$ cat config.mk
export PLATFORM = sky130hd
export DESIGN_NAME = huff_enc_seq
export DESIGN_NICKNAME = d
export VERILOG_FILES = /design/src/rtl/huff_pkg.sv /design/src/rtl/huff_cap_buf.sv /design/src/rtl/huff_enc_seq.sv
export SDC_FILE = /design/constraint.sdc
export NUM_CORES = 1
export LEC_CHECK = 0
export CAP_MARGIN = 10
export CORE_MARGIN = 2
export CORE_UTILIZATION = 54
export CTS_CLUSTER_DIAMETER = 30
export DETAILED_ROUTE_END_ITERATION = 6
export PLACE_DENSITY = 0.89
export SYNTH_ARGS = -nofsm -noshare
export SYNTH_HDL_FRONTEND = slang
export SYNTH_HIERARCHICAL = 1
export SYNTH_SLANG_ARGS = --single-unit
$ cat constraint.sdc
create_clock -name clk -period 4.45 [get_ports clk]
set_input_delay 0.89 -clock clk [delete_from_list [all_inputs] [get_ports clk]]
set_output_delay 0.89 -clock clk [all_outputs]
set_load 0.02 [all_outputs]
$ cat src/rtl/huff_pkg.sv
// Shared constants and types for the Huffman encoder sequencing controller.
package huff_pkg;

  localparam int MAX_CHARS = 5;
  localparam int CHAR_W    = 7;
  localparam int CODE_W    = 15;
  localparam int IDX_W     = (MAX_CHARS > 1) ? $clog2(MAX_CHARS) : 1;
  localparam int CNT_W     = $clog2(MAX_CHARS + 1);

  typedef enum logic [2:0] {
    IDLE    = 3'd0,
    FILL    = 3'd1,
    SETTLE  = 3'd2,
    CAPTURE = 3'd3,
    DRAIN   = 3'd4
  } seq_state_t;

  typedef logic [CHAR_W-1:0] char_t;
  typedef logic [CODE_W-1:0] code_t;
  typedef logic [MAX_CHARS-1:0][CHAR_W-1:0] frame_t;
  typedef logic [MAX_CHARS-1:0][CODE_W-1:0] code_arr_t;

  function automatic logic [15:0] sat_inc16(input logic [15:0] v);
    return (v == 16'hFFFF) ? v : v + 16'd1;
  endfunction

endpackage

$ cat src/rtl/huff_cap_buf.sv
// Capture buffer for the per-slot encoded value/mask arrays with a registered
// read port addressed by slot index.
module huff_cap_buf
  import huff_pkg::*;
(
  input  logic                             clk,
  input  logic                             rst,
  input  logic                             load,
  input  logic [MAX_CHARS-1:0][CODE_W-1:0] value_in,
  input  logic [MAX_CHARS-1:0][CODE_W-1:0] mask_in,
  input  logic [IDX_W-1:0]                 rd_idx,
  output logic [CODE_W-1:0]                rd_value,
  output logic [CODE_W-1:0]                rd_mask
);

  code_arr_t value_q;
  code_arr_t mask_q;

  always_ff @(posedge clk) begin
    if (rst) begin
      value_q <= '0;
      mask_q  <= '0;
    end else if (load) begin
      value_q <= value_in;
      mask_q  <= mask_in;
    end
  end

  // Bypass on load so slot 0 is already presented on the first drain cycle.
  always_ff @(posedge clk) begin
    if (rst) begin
      rd_value <= '0;
      rd_mask  <= '0;
    end else if (load) begin
      rd_value <= value_in[rd_idx];
      rd_mask  <= mask_in[rd_idx];
    end else begin
      rd_value <= value_q[rd_idx];
      rd_mask  <= mask_q[rd_idx];
    end
  end

endmodule

$ cat src/rtl/huff_enc_seq.sv
// Sequencer around the combinational Huffman datapath: fill, settle, capture, drain.
// Optional statistics counters (frame_cnt, stall_cnt) are enabled by HUFF_SEQ_STATS_EN.
module huff_enc_seq
  import huff_pkg::*;
#(
  parameter int SETTLE_CYC = 4
) (
  input  logic                             clk,
  input  logic                             rst,
  input  logic                             in_valid,
  output logic                             in_ready,
  input  logic [CHAR_W-1:0]                in_char,
  input  logic                             in_last,
  output logic [MAX_CHARS-1:0][CHAR_W-1:0] enc_data,
  output logic                             enc_en,
  input  logic [MAX_CHARS-1:0][CODE_W-1:0] enc_value,
  input  logic [MAX_CHARS-1:0][CODE_W-1:0] enc_mask,
  output logic                             out_valid,
  input  logic                             out_ready,
  output logic [IDX_W-1:0]                 out_idx,
  output logic [CODE_W-1:0]                out_value,
  output logic [CODE_W-1:0]                out_mask,
  output logic                             out_last,
`ifdef HUFF_SEQ_STATS_EN
  output logic [15:0]                      frame_cnt,
  output logic [15:0]                      stall_cnt,
`endif
  output logic                             busy
);

  localparam logic [CNT_W-1:0] LAST_SLOT   = CNT_W'(MAX_CHARS - 1);
  localparam logic [CNT_W-1:0] CNT_ONE     = CNT_W'(1);
  localparam logic [IDX_W-1:0] IDX_ONE     = IDX_W'(1);
  localparam logic [3:0]       SETTLE_LAST = 4'(SETTLE_CYC - 1);

  seq_state_t       state;
  seq_state_t       next_state;
  logic [CNT_W-1:0] fill_cnt;
  logic [CNT_W-1:0] frame_len;
  logic [3:0]       settle_cnt;
  logic [IDX_W-1:0] out_idx_nxt;
  logic             in_ready_nxt;
  logic             enc_en_nxt;
  logic             out_valid_nxt;
  logic             out_last_nxt;
  logic             busy_nxt;
  logic             in_hs;
  logic             out_hs;
  logic             frame_done;
  frame_t           first_frame;

  assign in_hs      = in_valid && in_ready;
  assign out_hs     = out_valid && out_ready;
  // fill_cnt is 0 in IDLE, so a one-slot frame completes on its first symbol.
  assign frame_done = in_hs && (in_last || (fill_cnt == LAST_SLOT));

  always_ff @(posedge clk) begin
    if (rst) begin
      state <= IDLE;
    end else begin
      state <= next_state;
    end
  end

  always_comb begin
    next_state = state;
    case (state)
      IDLE: begin
        if (in_hs) begin
          next_state = frame_done ? SETTLE : FILL;
        end else begin
          next_state = IDLE;
        end
      end
      FILL: begin
        if (frame_done) begin
          next_state = SETTLE;
        end else begin
          next_state = FILL;
        end
      end
      SETTLE: begin
        if (settle_cnt == SETTLE_LAST) begin
          next_state = CAPTURE;
        end else begin
          next_state = SETTLE;
        end
      end
      CAPTURE: next_state = DRAIN;
      DRAIN: begin
        if (out_hs && out_last) begin
          next_state = IDLE;
        end else begin
          next_state = DRAIN;
        end
      end
      default: next_state = IDLE;
    endcase
  end

  // Outputs are decoded from next_state so the registered copies track the state register.
  always_comb begin
    in_ready_nxt  = (next_state == IDLE) || (next_state == FILL);
    enc_en_nxt    = (next_state == SETTLE) || (next_state == CAPTURE);
    out_valid_nxt = (next_state == DRAIN);
    busy_nxt      = (next_state != IDLE);
    out_idx_nxt   = out_idx;
    if (state == CAPTURE) begin
      out_idx_nxt = '0;
    end else if (out_hs) begin
      out_idx_nxt = out_last ? '0 : (out_idx + IDX_ONE);
    end else begin
      out_idx_nxt = out_idx;
    end
    out_last_nxt = out_valid_nxt && (CNT_W'(out_idx_nxt) == (frame_len - CNT_ONE));
  end

  always_comb begin
    first_frame    = '0;
    first_frame[0] = in_char;
  end

  always_ff @(posedge clk) begin
    if (rst) begin
      in_ready  <= 1'b0;
      enc_en    <= 1'b0;
      out_valid <= 1'b0;
      out_idx   <= '0;
      out_last  <= 1'b0;
      busy      <= 1'b0;
    end else begin
      in_ready  <= in_ready_nxt;
      enc_en    <= enc_en_nxt;
      out_valid <= out_valid_nxt;
      out_idx   <= out_idx_nxt;
      out_last  <= out_last_nxt;
      busy      <= busy_nxt;
    end
  end

  // A new frame clears every slot so short frames leave zeros behind.
  always_ff @(posedge clk) begin
    if (rst) begin
      enc_data   <= '0;
      fill_cnt   <= '0;
      frame_len  <= '0;
      settle_cnt <= '0;
    end else begin
      if (in_hs) begin
        fill_cnt <= fill_cnt + CNT_ONE;
        if (frame_done) begin
          frame_len <= fill_cnt + CNT_ONE;
        end
        if (state == IDLE) begin
          enc_data <= first_frame;
        end else begin
          enc_data[fill_cnt[IDX_W-1:0]] <= in_char;
        end
      end
      if (state == SETTLE) begin
        settle_cnt <= (settle_cnt == SETTLE_LAST) ? 4'd0 : (settle_cnt + 4'd1);
      end else begin
        settle_cnt <= 4'd0;
      end
      if ((state == DRAIN) && out_hs && out_last) begin
        fill_cnt <= '0;
      end
    end
  end

  huff_cap_buf u_cap_buf (
    .clk      (clk),
    .rst      (rst),
    .load     (state == CAPTURE),
    .value_in (enc_value),
    .mask_in  (enc_mask),
    .rd_idx   (out_idx_nxt),
    .rd_value (out_value),
    .rd_mask  (out_mask)
  );

`ifdef HUFF_SEQ_STATS_EN
  always_ff @(posedge clk) begin
    if (rst) begin
      frame_cnt <= 16'h0000;
      stall_cnt <= 16'h0000;
    end else begin
      if (out_hs && out_last) begin
        frame_cnt <= sat_inc16(frame_cnt);
      end
      if ((state == DRAIN) && out_valid && !out_ready) begin
        stall_cnt <= sat_inc16(stall_cnt);
      end
    end
  end
`endif

endmodule

# Yosys cells after proc, flatten, opt, wreduce, memory -nomap -nowiden
# Cells that the tools add are included.
totals:
  out_inout_bits: 73
  regBits: 236
  wordCells: 85
  inputBits: 162
op_classes:
  order_cmp: 3
  n_eq_ne: 11
  n_reduce_logical: 17
  n_bitwise: 1
  add_sub_neg: 4
  mux: 22
op_table:
  columns: ["op", "n"]
  rows:
  - ["binary-select mux 15 bit (select 3 bit)", 4]
  - ["2-to-1 mux 15 bit", 6]
  - ["bitwise mux 35 bit", 1]
  - ["2-to-1 mux 35 bit", 1]
  - ["demux 7 bit (select 3 bit)", 1]
  - ["case mux 3 bit (5 select lines)", 1]
  - ["== test 3 x 2 -> 1 bit, second input constant", 4]
  - ["2-to-1 mux 3 bit", 4]
  - ["== test 3 bit, second input constant", 3]
  - ["logical AND 1 bit", 8]
  - ["less-than comparator 3 x 4 -> 1 bit, second input constant", 2]
  - ["2-to-1 mux 7 bit", 1]
  - ["adder 3 x 1 -> 3 bit, second input constant", 2]
  - ["== test 3 x 1 -> 1 bit, second input constant", 2]
  - ["zero test 3 bit", 2]
  - ["adder 4 x 1 -> 4 bit, second input constant", 1]
  - ["== test 4 x 2 -> 1 bit, second input constant", 1]
  - ["2-to-1 mux 2 bit", 2]
  - ["== test 3 bit", 1]
  - [">= comparator 3 x 1 -> 1 bit, second input constant", 1]
  - ["logical OR 1 bit", 3]
  - ["nonzero test 3 bit", 1]
  - ["OR reduction 3 bit", 1]
  - ["subtractor 3 x 1 -> 3 bit, second input constant", 1]
  - ["4 further kinds", 4]

# Longest topological paths before layout
# Gate-level depths: netlist (run 1).
depth:
  ltp_word: 8
  mapped_depth: 10
  ltp_nobuf: 7

# Hierarchy
# Netlist (run 1), hierarchy kept.
modules_own_cells:
  columns: ["module", "area_each_um2", "instances", "seq_area_each_um2", "cells_per_inst"]
  rows:
  - ["huff_cap_buf", 7437.1, 1, 3603.5, 690]
  - ["huff_enc_seq", 2275.9, 1, 1121.1, 241]

# Worst setup path after synthesis (run 1)
# No wires, ideal clock.
synth_path:
  kind: "input -> register"
  from: "in out_ready"
  to: "reg u_cap_buf.rd_mask[0]"
  required_time_ps: 4330
  setup_slack_ps: 1927
  stages: 6
  arrival_time_ps: 2403
  n_path_buf: 1
  path_cell_list: "a21boi_0 o211a_4 buf_1 mux4_2 and2_1 o31a_1"
synth_via:
  elab_chain_cells: 6
synth_rtl:
  columns: ["element", "line", "text"]
  rows:
  - ["from (decl)", "huff_enc_seq.sv:19", "input logic out_ready,"]
  - ["logical AND 1 bit *", "huff_enc_seq.sv:53", "assign out_hs = out_valid && out_ready;"]
  - ["2-to-1 mux 3 bit *", "huff_enc_seq.sv:110", "end else if (out_hs) begin"]
  - ["2-to-1 mux 3 bit *", "huff_enc_seq.sv:108", "if (state == CAPTURE) begin"]
  - ["net out_idx_nxt[0]", "huff_enc_seq.sv:41", "logic [IDX_W-1:0] out_idx_nxt;"]
  - ["binary-select mux 15 bit (select 3 bit), on equally long branches", "huff_cap_buf.sv:39, huff_cap_buf.sv:36", null]
  - ["2-to-1 mux 15 bit, on equally long branches", "huff_cap_buf.sv:39, huff_cap_buf.sv:36", null]
  - ["2-to-1 mux 15 bit *", "huff_cap_buf.sv:34", "end else if (load) begin"]
  - ["to (signal assigned)", "huff_cap_buf.sv:36", "rd_mask <= mask_in[rd_idx];"]
  - ["to (signal assigned)", "huff_cap_buf.sv:39", "rd_mask <= mask_q[rd_idx];"]
  - ["to (decl)", "huff_cap_buf.sv:13", "output logic [CODE_W-1:0] rd_mask"]
# Mark *: on every way through the listed nets, which the timed path passes. The rest lies on a longest branch. The select of a mux whose other input is x is not followed.
# A chain may end at the register's enable or synchronous reset.

# Final worst setup path (run 1)
layout_path:
  from: "in out_ready"
  to: "reg u_cap_buf.rd_value[14]"
layout_via:
  elab_chain_cells: 6
layout_rtl:
  columns: ["element", "line", "text"]
  rows:
  - ["logical AND 1 bit *", "huff_enc_seq.sv:53", null]
  - ["2-to-1 mux 3 bit *", "huff_enc_seq.sv:110", null]
  - ["2-to-1 mux 3 bit *", "huff_enc_seq.sv:108", null]
  - ["net out_idx_nxt[0]", "huff_enc_seq.sv:41", null]
  - ["binary-select mux 15 bit (select 3 bit), on equally long branches", "huff_cap_buf.sv:38, huff_cap_buf.sv:35", null]
  - ["2-to-1 mux 15 bit, on equally long branches", "huff_cap_buf.sv:38, huff_cap_buf.sv:35", null]
  - ["2-to-1 mux 15 bit *", "huff_cap_buf.sv:34", null]
  - ["to (signal assigned)", "huff_cap_buf.sv:35", "rd_value <= value_in[rd_idx];"]
  - ["to (signal assigned)", "huff_cap_buf.sv:38", "rd_value <= value_q[rd_idx];"]
  - ["to (decl)", "huff_cap_buf.sv:12", "output logic [CODE_W-1:0] rd_value,"]
# Marks and branches as above.

==> impl_metrics.py, run 1 <==
metrics = {
    "status": {
        "outcome": "complete, no violations",
    },
    "worst_setup_path": {
        "crit_fanout": 35,
        "slowest_stage": "or3b_2",
        "startpoint": "out_ready",
        "crit_required_ps": 4840,
        "arrival_ps": 3450,
        "r2r-start": "state[1]",
        "crit_chain": "clkdlybuf4s50_1 > a21boi_0 > o211a_4 > or3b_2 > o22ai_1 > o31a_1",
        "worstSetupPathType": "in -> reg",
        "path_buf_inv": 1,
        "crit_family": "compound AO/OA/AOI/OAI gates",
        "cp-end-kind": "register",
        "startpoint_type": "primary input",
        "max_stage_delay_ps": 720,
    },
    "worst_hold_path": {
        "holdCritPathClass": "reg -> reg",
        "hp-start": "frame_len[1]",
    },
    "yosys": {
        "synth_edf_count": 0,
        "syn_inst": 931,
        "syn_area_um2": 9710,
        "yosysSeqAreaShare": 0.486,
        "synth_fp_nets": 1098,
        "ys_async_sr_fraction": 0,
        "avgSynthCellArea_um2": 10.4,
        "yosysUniqueCellTypes": 49,
        "ys_ff_latch": 236,
        "synth_flop_cell": "dfxtp_1",
        "yosysWarnings": 6,
    },
    "grt": {
        "grtUsageTotal": 0.263,
        "grt_max_degree": 108,
        "grt_pass1_wl_mm": 41.2,
        "gr-total-overflow": 0,
        "antenna_found_initial": 1,
        "grt_pass1_vias": 8062,
    },
    "pwr": {
        "clockPowerShare": 0.557,
        "combinationalPowerShare": 0.060,
        "internal_power_mw": 4.43,
        "switchingPower_mw": 1.21,
        "max-vdd-ir-drop_mv": 0.334,
        "power.leakage_nw": 4.75,
        "seq_power_share": 0.383,
        "powerDensity_nw_per_um2": 419,
        "swShare": 0.215,
    },
    "cts": {
        "cts_resized": 0,
        "htree_levels": 2,
        "worstSkewPairLatency_ps": 510,
        "cts_sinks": 236,
        "cts_made_buffers": 41,
        "cts_max_path_buffers": 3,
        "cts_setup_buffers": 0,
        "root_buffer": "clkbuf_16",
        "cts_hold_buf": 0,
        "clk_pin_slew_ps": 50,
        "cts_tree": "done",
    },
    "sta": {
        "final.setup.tns_ps": 0,
        "maxSlewViolCount": 0,
        "relSlewSlack": 0.270,
        "period_share": 0.686,
        "finalClockSkew_ps": 20.3,
        "worst_pin_slew_ps": 1090,
        "min_period_ps": 3050,
        "timing.fmax_ghz": 0.327,
        "hold_viol": 0,
        "setup_slack_ps": 1400,
        "rsz0062_at_grt": "no",
        "holdWs_ps": 452,
        "setup_viol": 0,
    },
    "placed_design": {
        "dp_slack_ps": 918,
        "place_congestion": 0.870,
        "port_buffers": 234,
        "place_hpwl_mm": 16.6,
    },
    "floorplan": {
        "dieArea_um2": 19100,
        "start_util": 0.546,
        "die_w_um": 138,
        "coreArea_um2": 17800,
        "pin_count": 235,
        "die_y_um": 138,
        "row_count": 49,
    },
    "routing": {
        "ant_nets": 0,
        "first_iter_violations": 582,
        "drc": 0,
        "drtPass1Iterations": 5,
        "routedWlPerCell_um": 18.5,
        "routed_wl_mm": 26.0,
        "vias": 7791,
        "vias_per_cell": 5.55,
    },
    "layout": {
        "fin_nets": 1311,
        "drive_above_1_share": 0.0963,
        "synthToLayoutAreaGrowth_pct": 38.6,
    },
    "flow_run": {
        "maxCapViolations": 0,
    },
}
==> tightest hold or removal path, cell delays in order (launching register included) <==
cell and delay [ps]:
dfxtp_1 300, nand2_1 50, a21oi_1 50
==> logic make-up (layout without fill, tap and decap cells) <==
family          count (synthesis)  count (layout)  share of synthesized area
flops                         236             236                      0.486
simple gates                  304             304                      0.137
mux                           187             187                      0.232
xor+xnor                        9               9                    0.00812
buf+inv                        76             319                     0.0411
other cells                     0               1                          0
compound gates                114             114                     0.0889
fa+ha+maj                       5               5                    0.00644
==> power by group through the flow <==
stage | clock network, mW | logic [mW] | registers (mW)
floorplan | 0 | 0.125 | 2.20
global placement | 0 | 0.333 | 2.20
detailed placement | 0 | 0.335 | 2.20
CTS | 3.18 | 0.341 | 2.16
global route | 3.29 | 0.361 | 2.16
finish | 3.14 | 0.339 | 2.16
==> per-stage QoR <==
stage           util  instances  instance area (um^2)  total power [mW]
2_1_floorplan      -        931                  9710              2.33
3_3_place_gp   0.678       1330                 12100              2.53
3_5_place_dp   0.678       1330                 12100              2.53
4_1_cts        0.757       1403                 13500              5.68
5_1_grt        0.757       1404                 13500              5.81
6_report       0.757       1404                 13500              5.64
==> per-layer routing <==
metal  share of wire  track usage  wire, um  up-vias
met4           0.031       0.0956       801        2
li1                -            -         -     3711
met2            0.48        0.438     12500      275
met3           0.078       0.0759      2030       61
met5         0.00050            0        13        -
met1            0.41        0.326     10600     3742
==> synthesized netlist by cell type, types with 2 or more instances <==
master	n	area (um^2)
a211oi_1	2	15.0
a21boi_0	3	22.5
a21o_1	2	15.0
a21oi_1	5	25.0
a22oi_1	29	218
and2_1	33	206
and3_1	3	18.8
and3b_1	2	17.5
buf_1	3	11.3
buf_12	2	40.0
buf_2	13	65.1
buf_4	11	82.6
buf_6	3	33.8
clkbuf_1	35	131
dfxtp_1	236	4720
ha_1	5	62.6
inv_1	7	26.3
mux2i_1	157	1570
mux4_2	29	653
nand2_1	10	37.5
nand2b_1	2	12.5
nand3_1	5	25.0
nor2_1	228	856
nor2b_1	4	25.0
nor3_1	5	25.0
nor3b_1	3	22.5
o211ai_1	2	15.0
o21a_1	2	15.0
o21ai_1	4	20.0
o22ai_1	30	188
o31a_1	30	263
or3b_2	2	17.5
xnor2_1	7	61.3
xor2_1	2	17.5
==> flip-flops by register name (all words and copies together), names as in the netlist <==
name,flops
u_cap_buf/mask_q,75
u_cap_buf/value_q,75
enc_data,35
u_cap_buf/rd_mask,15
u_cap_buf/rd_value,15
settle_cnt,4
fill_cnt,3
frame_len,3
out_idx,3
state,3
busy,1
enc_en,1
in_ready,1
out_last,1
out_valid,1
==> final timing paths <==
| kind | endpoint | slack (ps) | cells past startpoint |
|---|---|---|---|
| max | u_cap_buf/rd_value[14] | 1400 | 6 |
| min | frame_len[1] | 450 | 2 |
| max reg2reg | u_cap_buf/rd_mask[14] | 1630 | 5 |
| min reg2reg | frame_len[1] | 450 | 2 |
==> layout make-up <==
class	instances	area, um^2
flip-flops and latches	236	4720
clock buffers	51	1120
inverters	8	37.5
well taps	229	287
multi-input cells	619	4590
fillers	1141	4320
repair buffers	238	2410
diodes	1	2.50
clock inverters	22	283
==> layout by cell type, fill, tap and decap left out, types with 6 or more instances in the layout <==
master and count:
dfxtp_1 236, clkdlybuf4s50_1 233, nor2_1 227, mux2i_1 157
clkbuf_16 42, and2_1 33, o22ai_1 30, o31a_1 30
a22oi_1 29, mux4_2 29, nand2_1 10, inv_1 7
xnor2_1 7, clkinv_2 6
Power figures use the tool's default switching activity.
==> run 2: changes to the inputs <==
Settings changed: CORE_UTILIZATION 54 to 45, PLACE_DENSITY 0.89 to 0.8.
Clock period 4.45 ns to 2.6 ns, I/O delays scaled along.
==> impl_metrics.py, run 2 (synthesized netlist as in run 1, its figures left out) <==
metrics = {
    "status": {
        "outcome": "complete, no violations",
    },
    "pwr": {
        "powerDensity_nw_per_um2": 711,
        "combinationalPowerShare": 0.060,
        "power.leakage_nw": 4.97,
        "max-vdd-ir-drop_mv": 0.427,
        "internal_power_mw": 7.82,
        "switchingPower_mw": 2.11,
        "clockPowerShare": 0.568,
        "power.total_mw": 9.93,
        "swShare": 0.213,
        "seq_power_share": 0.372,
    },
    "sta": {
        "worst_pin_slew_ps": 1110,
        "period_share": 0.915,
        "setup_viol": 0,
        "hold_viol": 0,
        "min_period_ps": 2380,
        "timing.fmax_ghz": 0.420,
        "maxSlewViolCount": 0,
        "finalClockSkew_ps": 31.5,
        "final.setup.tns_ps": 0,
        "rsz0062_at_grt": "no",
        "relSlewSlack": 0.256,
    },
    "routing": {
        "routedWlPerCell_um": 17.6,
        "ant_nets": 0,
        "vias": 7816,
        "drc": 0,
        "routed_wl_mm": 26.2,
        "drtPass1Iterations": 5,
        "first_iter_violations": 387,
        "vias_per_cell": 5.25,
    },
    "worst_setup_path": {
        "crit_chain": "clkdlybuf4s50_1 > nand3_1 > xnor2_1 > and3_1 > buf_4 > or3b_2 > buf_12 > o22ai_1 > o31a_1",
        "slowest_stage": "clkdlybuf4s50_1",
        "crit_required_ps": 3060,
        "cp-end-kind": "register",
        "arrival_ps": 2840,
        "startpoint_type": "primary input",
        "r2r-start": "out_idx[1]",
        "worstSetupPathType": "in -> reg",
        "max_stage_delay_ps": 560,
        "crit_fanout": 30,
        "startpoint": "out_ready",
    },
    "floorplan": {
        "start_util": 0.461,
        "row_count": 53,
        "coreArea_um2": 21100,
        "die_y_um": 151,
        "dieArea_um2": 22800,
        "die_w_um": 151,
        "pin_count": 235,
    },
    "layout": {
        "drive_above_1_share": 0.124,
        "fin_nets": 1345,
        "final_cell_mix": "236 x dfxtp_1, 233 x clkdlybuf4s50_1, 227 x nor2_1",
        "fillers": 1569,
        "layout_commonest_cell": "dfxtp_1",
        "synthToLayoutAreaGrowth_pct": 43.7,
        "top_regs": "u_cap_buf/mask_q x75, u_cap_buf/value_q x75, enc_data x35",
    },
    "cts": {
        "cts_setup_buffers": 0,
        "cts_made_buffers": 43,
        "cts_tree": "done",
        "cts_max_path_buffers": 3,
        "htree_levels": 2,
        "root_buffer": "clkbuf_16",
        "cts_hold_buf": 0,
        "worstSkewPairLatency_ps": 530,
        "clk_pin_slew_ps": 50,
        "cts_sinks": 236,
    },
    "grt": {
        "gr-total-overflow": 0,
        "grtUsageTotal": 0.226,
        "grt_max_degree": 75,
        "grt_pass1_wl_mm": 40.6,
        "antenna_found_initial": 4,
        "grt_pass1_vias": 7823,
    },
    "worst_hold_path": {
        "holdCritPathClass": "in -> reg",
        "hp-start": "rst",
    },
    "placed_design": {
        "port_buffers": 234,
        "place_congestion": 0.807,
        "place_hpwl_mm": 17.7,
    },
    "flow_run": {
        "maxCapViolations": 0,
    },
}
==> run 2: changes by cell type in the layout (fill, tap and decap cells not counted), sizes merged <==
cell,previous run,this run
buf,5,37
bufinv,5,6
diode,1,5
clkinvlp,1,6
clkbuf,51,53
inv,13,8
==> run 2: final timing paths <==
check	end	slack, ps	cells past startpoint
max	u_cap_buf/rd_value[11]	220	9
min	u_cap_buf/mask_q[19]	330	2
max reg2reg	u_cap_buf/rd_value[11]	260	9
min reg2reg	settle_cnt[0]	450	1
==> run 2: critical path: cells and delay by family <==
family          cells  cell delay (ps)
simple gates        3              890
compound gates      2              340
buf+inv             3              890
xor+xnor            1              200
==> run 2: timing repair <==
| action | 4_1_cts | 5_1_grt |
|---|---|---|
| endpoints found under the hold margin | 0 | 0 |
| resized for setup | 0 | 1 |
| endpoints found under the setup margin | 0 | 17 |
==> run 2: power groups by stage <==
stage	registers (mW)	logic [mW]	clock network, mW
after detailed placement	3.76	0.591	0
after global routing	3.69	0.635	5.89
final	3.69	0.596	5.65
after floorplan	3.77	0.214	0
after CTS	3.69	0.597	5.71
after global placement	3.76	0.587	0
==> run 2: cell type report <==
type                            instances  area (um^2)  share of cell area
Antenna cell                            5         12.5            0.000896
Clock buffer                           53         1180              0.0848
Clock inverter                         23          310              0.0222
Inverter                                8         37.5             0.00269
Multi-Input combinational cell        619         4600               0.329
Sequential cell                       236         4720               0.338
Tap cell                              275          344              0.0246
Timing Repair Buffer                  270         2750               0.197
==> run 2: per-stage QoR <==
stage                     instances  utilization  setup WS [ps]  hold slack [ps]  instance area, um^2
final                          1489        0.662            221              328                14000
after global routing           1487        0.662           52.8              335                14000
after CTS                      1484        0.661            177              307                13900
after detailed placement       1408        0.590           -326              446                12400
after global placement         1408        0.590           -313              437                12400
after floorplan                 931            -            370              418                 9710
==> run 2: layer usage <==
layer,global-route usage,part of all wire,vias up
met5,0,0,-
met4,0.0930,0.023,0
met3,0.0654,0.092,43
met2,0.352,0.45,281
met1,0.295,0.43,3727
li1,-,-,3765
==> run 3: changes to the inputs <==
Clock period 2.6 ns to 2 ns, I/O delays scaled along.
==> impl_metrics.py, run 3 (synthesized netlist as in run 1, its figures left out) <==
metrics = {
    "status": {
        "outcome": "complete, but fails checks",
        "violations": "setup timing",
    },
    "placed_design": {
        "dpl_cell_area_um2": 12600,
        "dp.cells": 1420,
        "port_buffers": 234,
        "place_congestion": 0.838,
        "place_hpwl_mm": 18.1,
        "dp_slack_ps": -790,
    },
    "worst_setup_path": {
        "arrival_ps": 2560,
        "r2r_setup_slack_ps": -100,
        "crit_chain": "ha_4 > and3_4 > o211ai_1 > inv_2 > buf_6 > or3b_4 > buf_6 > o22ai_1 > o31a_1",
        "startpoint": "out_idx[0]",
        "slowest_stage": "or3b_4",
        "startpoint_type": "register",
        "worstSetupPathType": "reg -> reg",
        "crit_required_ps": 2460,
        "crit_fanout": 8,
        "r2r_end": "u_cap_buf/rd_value[14]",
        "rr_worst_depth": 9,
        "cp-end-kind": "register",
        "endpoint": "u_cap_buf/rd_value[14]",
        "crit_top_cell": "buf_6",
        "r2r-start": "out_idx[0]",
        "max_stage_delay_ps": 470,
    },
    "sta": {
        "holdWs_ps": 281,
        "finalClockSkew_ps": 28.5,
        "timing.fmax_ghz": 0.476,
        "min_period_ps": 2100,
        "setup_slack_ps": -99.0,
        "final.setup.tns_ps": -2300,
        "worst_pin_slew_ps": 665,
        "maxSlewViolCount": 0,
        "period_share": 1.05,
        "hold_viol": 0,
        "setup_viol": 30,
        "rsz0062_at_grt": "yes",
        "relSlewSlack": 0.555,
    },
    "floorplan": {
        "die_y_um": 151,
        "start_util": 0.461,
        "row_count": 53,
        "pin_count": 235,
        "dieArea_um2": 22800,
        "coreArea_um2": 21100,
        "die_w_um": 151,
    },
    "pwr": {
        "power.leakage_nw": 5.21,
        "internal_power_mw": 10.6,
        "clockPowerShare": 0.583,
        "switchingPower_mw": 2.79,
        "max-vdd-ir-drop_mv": 0.704,
        "seq_power_share": 0.357,
        "powerDensity_nw_per_um2": 930,
        "swShare": 0.208,
        "power.total_mw": 13.4,
        "combinationalPowerShare": 0.059,
    },
    "layout": {
        "stdcell_area_um2": 14400,
        "top_regs": "u_cap_buf/mask_q x75, u_cap_buf/value_q x75, enc_data x35",
        "finalNonFillerCells": 1516,
        "layout_commonest_cell": "dfxtp_1",
        "final_core_util": 0.684,
        "fin_nets": 1370,
        "drive_above_1_share": 0.161,
        "synthToLayoutAreaGrowth_pct": 48.5,
        "final_cell_mix": "232 x dfxtp_1, 228 x clkdlybuf4s50_1, 224 x nor2_1",
    },
    "grt": {
        "grt_pass1_vias": 8053,
        "grt_pass1_wl_mm": 41.5,
        "antenna_found_initial": 1,
        "grtUsageTotal": 0.231,
        "grt_max_degree": 81,
        "gr-total-overflow": 0,
    },
    "routing": {
        "ant_nets": 0,
        "route.met2.wl_mm": 12.9,
        "drt-met1-wl_mm": 11.5,
        "drtPass1Iterations": 5,
        "highest_layer": "met4",
        "wl_met3_mm": 2.28,
        "vias": 8015,
        "first_iter_violations": 472,
        "vias_per_cell": 5.29,
        "routed_wl_mm": 27.3,
        "drc": 0,
        "routedWlPerCell_um": 18.0,
    },
    "cts": {
        "cts_hold_buf": 0,
        "cts_max_path_buffers": 3,
        "cts_made_buffers": 44,
        "clk_pin_slew_ps": 50,
        "worstSkewPairLatency_ps": 530,
        "cts_tree": "done",
        "root_buffer": "clkbuf_16",
        "htree_levels": 2,
        "cts_sinks": 236,
    },
    "worst_hold_path": {
        "holdCritPathClass": "in -> reg",
    },
    "flow_run": {
        "maxCapViolations": 0,
    },
}
[run 3: cell types whose count changed in the layout (fill, tap and decap cells not counted), sizes merged, moves of 2 or more]
cell / before / now
dlygate4sd2: 0 / 3
clkbuf: 53 / 58
clkinvlp: 6 / 3
dlymetal6s2s: 0 / 2
inv: 8 / 12
clkdlybuf4s50: 233 / 228
clkinv: 11 / 8
or3b: 3 / 5
bufinv: 6 / 8
buf: 37 / 57
[run 3: layer usage]
metal  up-vias  track usage
met3        49       0.0587
li1       3836            -
met5         -            0
met4         0       0.0897
met2       309        0.376
met1      3821        0.294
[run 3: final cells by class]
| type | instances | area, um^2 |
|---|---|---|
| inverters | 8 | 42.5 |
| fillers | 1525 | 6660 |
| repair buffers | 291 | 2980 |
| diodes | 4 | 10.0 |
| multi-input cells | 622 | 4720 |
| well taps | 275 | 344 |
| clock buffers | 57 | 1240 |
| clock inverters | 23 | 355 |
| flip-flops and latches | 236 | 4730 |
[run 3: timing repair]
item                                    CTS  global route
buffers inserted                          4             2
pin swaps                                 7             9
endpoints found under the setup margin   31            31
gates resized for setup                  22            19
gates cloned                              4             2
[run 3: critical path: cells and delay by family (launching register included)]
kind,cells,cell delay (ps)
buffers and inverters,3,410
AO/OA/AOI/OAI,3,410
flip-flops,1,350
AND/OR/NAND/NOR,2,620
adder cells (fa/ha/maj),1,260
[run 3: power groups by stage]
stage               clock network, mW  logic (mW)  registers [mW]
finish                           7.83       0.795            4.80
global route                     8.19       0.847            4.80
CTS                              7.94       0.790            4.79
detailed placement                  0       0.776            4.89
global placement                    0       0.770            4.88
floorplan                           0       0.280            4.90
[run 3: how the worst min path moves through the flow]
stage | from | end | slack [ps] | cells after the start
CTS | rst | u_cap_buf/value_q[15] | 270 | 2
finish | rst | u_cap_buf/value_q[15] | 280 | 2
floorplan | settle_cnt[0] | settle_cnt[0] | 420 | 1
global route | rst | u_cap_buf/value_q[31] | 290 | 2
global placement | settle_cnt[0] | settle_cnt[0] | 440 | 1
detailed placement | settle_cnt[0] | settle_cnt[0] | 450 | 1
==> RTL change (config.mk and constraints of run 3) <==
The package constant `CODE_W` goes from 15 to 13.
--- a/src/rtl/huff_pkg.sv
+++ b/src/rtl/huff_pkg.sv
@@ -4,5 +4,5 @@
   localparam int MAX_CHARS = 5;
   localparam int CHAR_W    = 7;
-  localparam int CODE_W    = 15;
+  localparam int CODE_W    = 13;
   localparam int IDX_W     = (MAX_CHARS > 1) ? $clog2(MAX_CHARS) : 1;
   localparam int CNT_W     = $clog2(MAX_CHARS + 1);
Interface: changed (resized enc_mask, enc_value, out_mask and out_value); port bits go from 235 to 211. No check against the original RTL was run, so the function may have changed too.
==> RTL change against run 3 <==
The flow still finishes with violations (setup timing). Non-clock buffer count is 36 lower. Via count is 11% lower. Routed wire length is 10% lower. Critical path type unchanged. Worst setup slack better by 0.027 ns. Area after synthesis is 10% lower. Power is 15% lower. Sequential cell count is 24 lower. Cell area is 11% lower.
==> RTL change: results (changes against run 3) <==
The count of endpoints failing setup in the final report came out at 23 (was 30). The wire length after detailed routing came out at 24600 um (was 27300 um). The largest fanout of any net on the critical path came out at 26 (was 8). The number of DRC markers in iteration 0 is 375 (was 472).

The sum of met3 wire segment lengths after detailed routing is 1740 um (was 2280 um). Violations in the final reports: setup timing (unchanged). The routed length on met1 is 10400 um (was 11500 um).

The leakage dissipation was 4.59 nW (was 5.21 nW). Leading registers by flop count: u_cap_buf/mask_q x65, u_cap_buf/value_q x65, enc_data x35 (was u_cap_buf/mask_q x75, u_cap_buf/value_q x75, enc_data x35). The worst setup skew after layout is 0.0270 ns (was 0.0285 ns). The start point of the critical path is out_idx[1] (was out_idx[0]). Area contributors post-synth: sky130_fd_sc_hd__dfxtp_1 49%, sky130_fd_sc_hd__mux2i_1 16%, sky130_fd_sc_hd__nor2_1 8.8% (unchanged). The clock insertion delay at the later pin of the skew report came out at 0.50 ns (was 0.53 ns). The number of inserted diodes was 0 (was 4).

The highest ir drop seen on vdd was 0.620 mV (was 0.704 mV). The proportion of layout cells with a drive suffix above 1 is 0.152 (was 0.161). The wire length of the first global-routing pass came out at 37800 um (was 41500 um). The count of buffers inserted at the top-level ports is 210 (was 234).

The routed length on met2 came to 11800 um (was 12900 um). The layout filler cell count is 1361 (was 1525). The total negative slack is -0.641 ns (was -2.30 ns). The post-layout worst setup margin came out at -0.0722 ns (was -0.0990 ns). The total internal power came out at 0.00894 W (was 0.0106 W). Top cell types by occurrence after synthesis: 212 x sky130_fd_sc_hd__dfxtp_1, 204 x sky130_fd_sc_hd__nor2_1, 137 x sky130_fd_sc_hd__mux2i_1 (was 236 x sky130_fd_sc_hd__dfxtp_1, 228 x sky130_fd_sc_hd__nor2_1, 157 x sky130_fd_sc_hd__mux2i_1). The weighted congestion reported at the end of routability-driven placement came out at 0.822 (was 0.838).

The post-layout net count came to 1223 (was 1370). The cell count after synthesis was 839 (was 931). The final hold slack came to 0.114 ns (was 0.281 ns).

The via count of the first global-routing pass is 7303 (was 8053). Result of the run: finished, violations left (unchanged). The critical path data arrival time came out at 2.53 ns (was 2.56 ns). The clock buffer count from CTS was 40 (was 44).

The number of distinct library cells after synthesis came out at 47 (was 49). The area fraction in compound gates after synthesis came out at 0.0921 (was 0.0889). The half-perimeter wire length after placement came out at 16000 um (was 18100 um). The xor-xnor portion of the synthesized cell area was 0.00904 (was 0.00812). The synthesized-area fraction occupied by adder cells is 0.00717 (was 0.00644). The number of cells in the finished layout apart from fillers is 1365 (was 1516). The largest net degree at the start of global routing came out at 132 (was 81).
[RTL change: changes by cell type in the layout (fill, tap and decap cells not counted), sizes merged, moves of 6 or more]
| cell | delta |
|---|---|
| dfxtp | -24 |
| clkdlybuf4s50 | -23 |
| nor2 | -24 |
| bufinv | -6 |
| mux2i | -20 |
| buf | -11 |
[RTL change: per-stage QoR]
step | cell area, um^2 | power, W
2_1_floorplan | 8770 | 0.00466
3_3_place_gp | 11300 | 0.00509
3_5_place_dp | 11300 | 0.00510
4_1_cts | 12700 | 0.0115
5_1_grt | 12800 | 0.0118
6_report | 12800 | 0.0114
[RTL change: layer usage]
layer,vias to the layer above,global-route usage
li1,3422,-
met1,3385,0.296
met2,269,0.394
met3,48,0.0523
met4,0,0.0722
met5,-,0
[RTL change: area by class of cell]
type / count / area share
repair buffers: 255 / 0.204
well taps: 260 / 0.0254
clock inverters: 16 / 0.0126
flip-flops and latches: 212 / 0.332
clock buffers: 55 / 0.0898
inverters: 8 / 0.00293
multi-input cells: 559 / 0.333
[RTL change: power groups by stage]
stage | combinational (W) | sequential [W] | clock (W)
final | 0.000719 | 0.00431 | 0.00642
after global routing | 0.000767 | 0.00431 | 0.00669
after CTS | 0.000717 | 0.00431 | 0.00649
after detailed placement | 0.000708 | 0.00439 | 0
after global placement | 0.000704 | 0.00439 | 0
after floorplan | 0.000256 | 0.00441 | 0
[RTL change: kinds of logic after synthesis]
family / after synthesis
buffers and inverters: 68
AND/OR/NAND/NOR: 276
adder cells (fa/ha/maj): 5
AO/OA/AOI/OAI: 106
multiplexers: 163
XOR/XNOR: 9
flip-flops: 212
[RTL change: worst paths after layout]
| path | end | cells past startpoint |
|---|---|---|
| worst min-delay path | out_valid | 2 |
| worst max register to register | u_cap_buf/rd_mask[5] | 8 |
| worst min register to register | settle_cnt[0] | 1 |
| worst max-delay path | u_cap_buf/rd_mask[5] | 8 |
[RTL change: worst max-delay path: stages (launching register included)]
cell and delay, ns:
sky130_fd_sc_hd__dfxtp_4 0.34, sky130_fd_sc_hd__ha_4 0.23, sky130_fd_sc_hd__and3_4 0.14, sky130_fd_sc_hd__o211ai_1 0.25
sky130_fd_sc_hd__inv_1 0.13, sky130_fd_sc_hd__or3b_4 0.40, sky130_fd_sc_hd__buf_12 0.19, sky130_fd_sc_hd__o22ai_1 0.21
sky130_fd_sc_hd__o31a_1 0.14
[RTL change: timing repair]
item,in CTS,in global routing
hold buffers,0,0
pin swaps,0,1
setup endpoints to repair,27,28
gates resized for setup,12,16
setup buffers,1,0
hold endpoints to repair,0,0
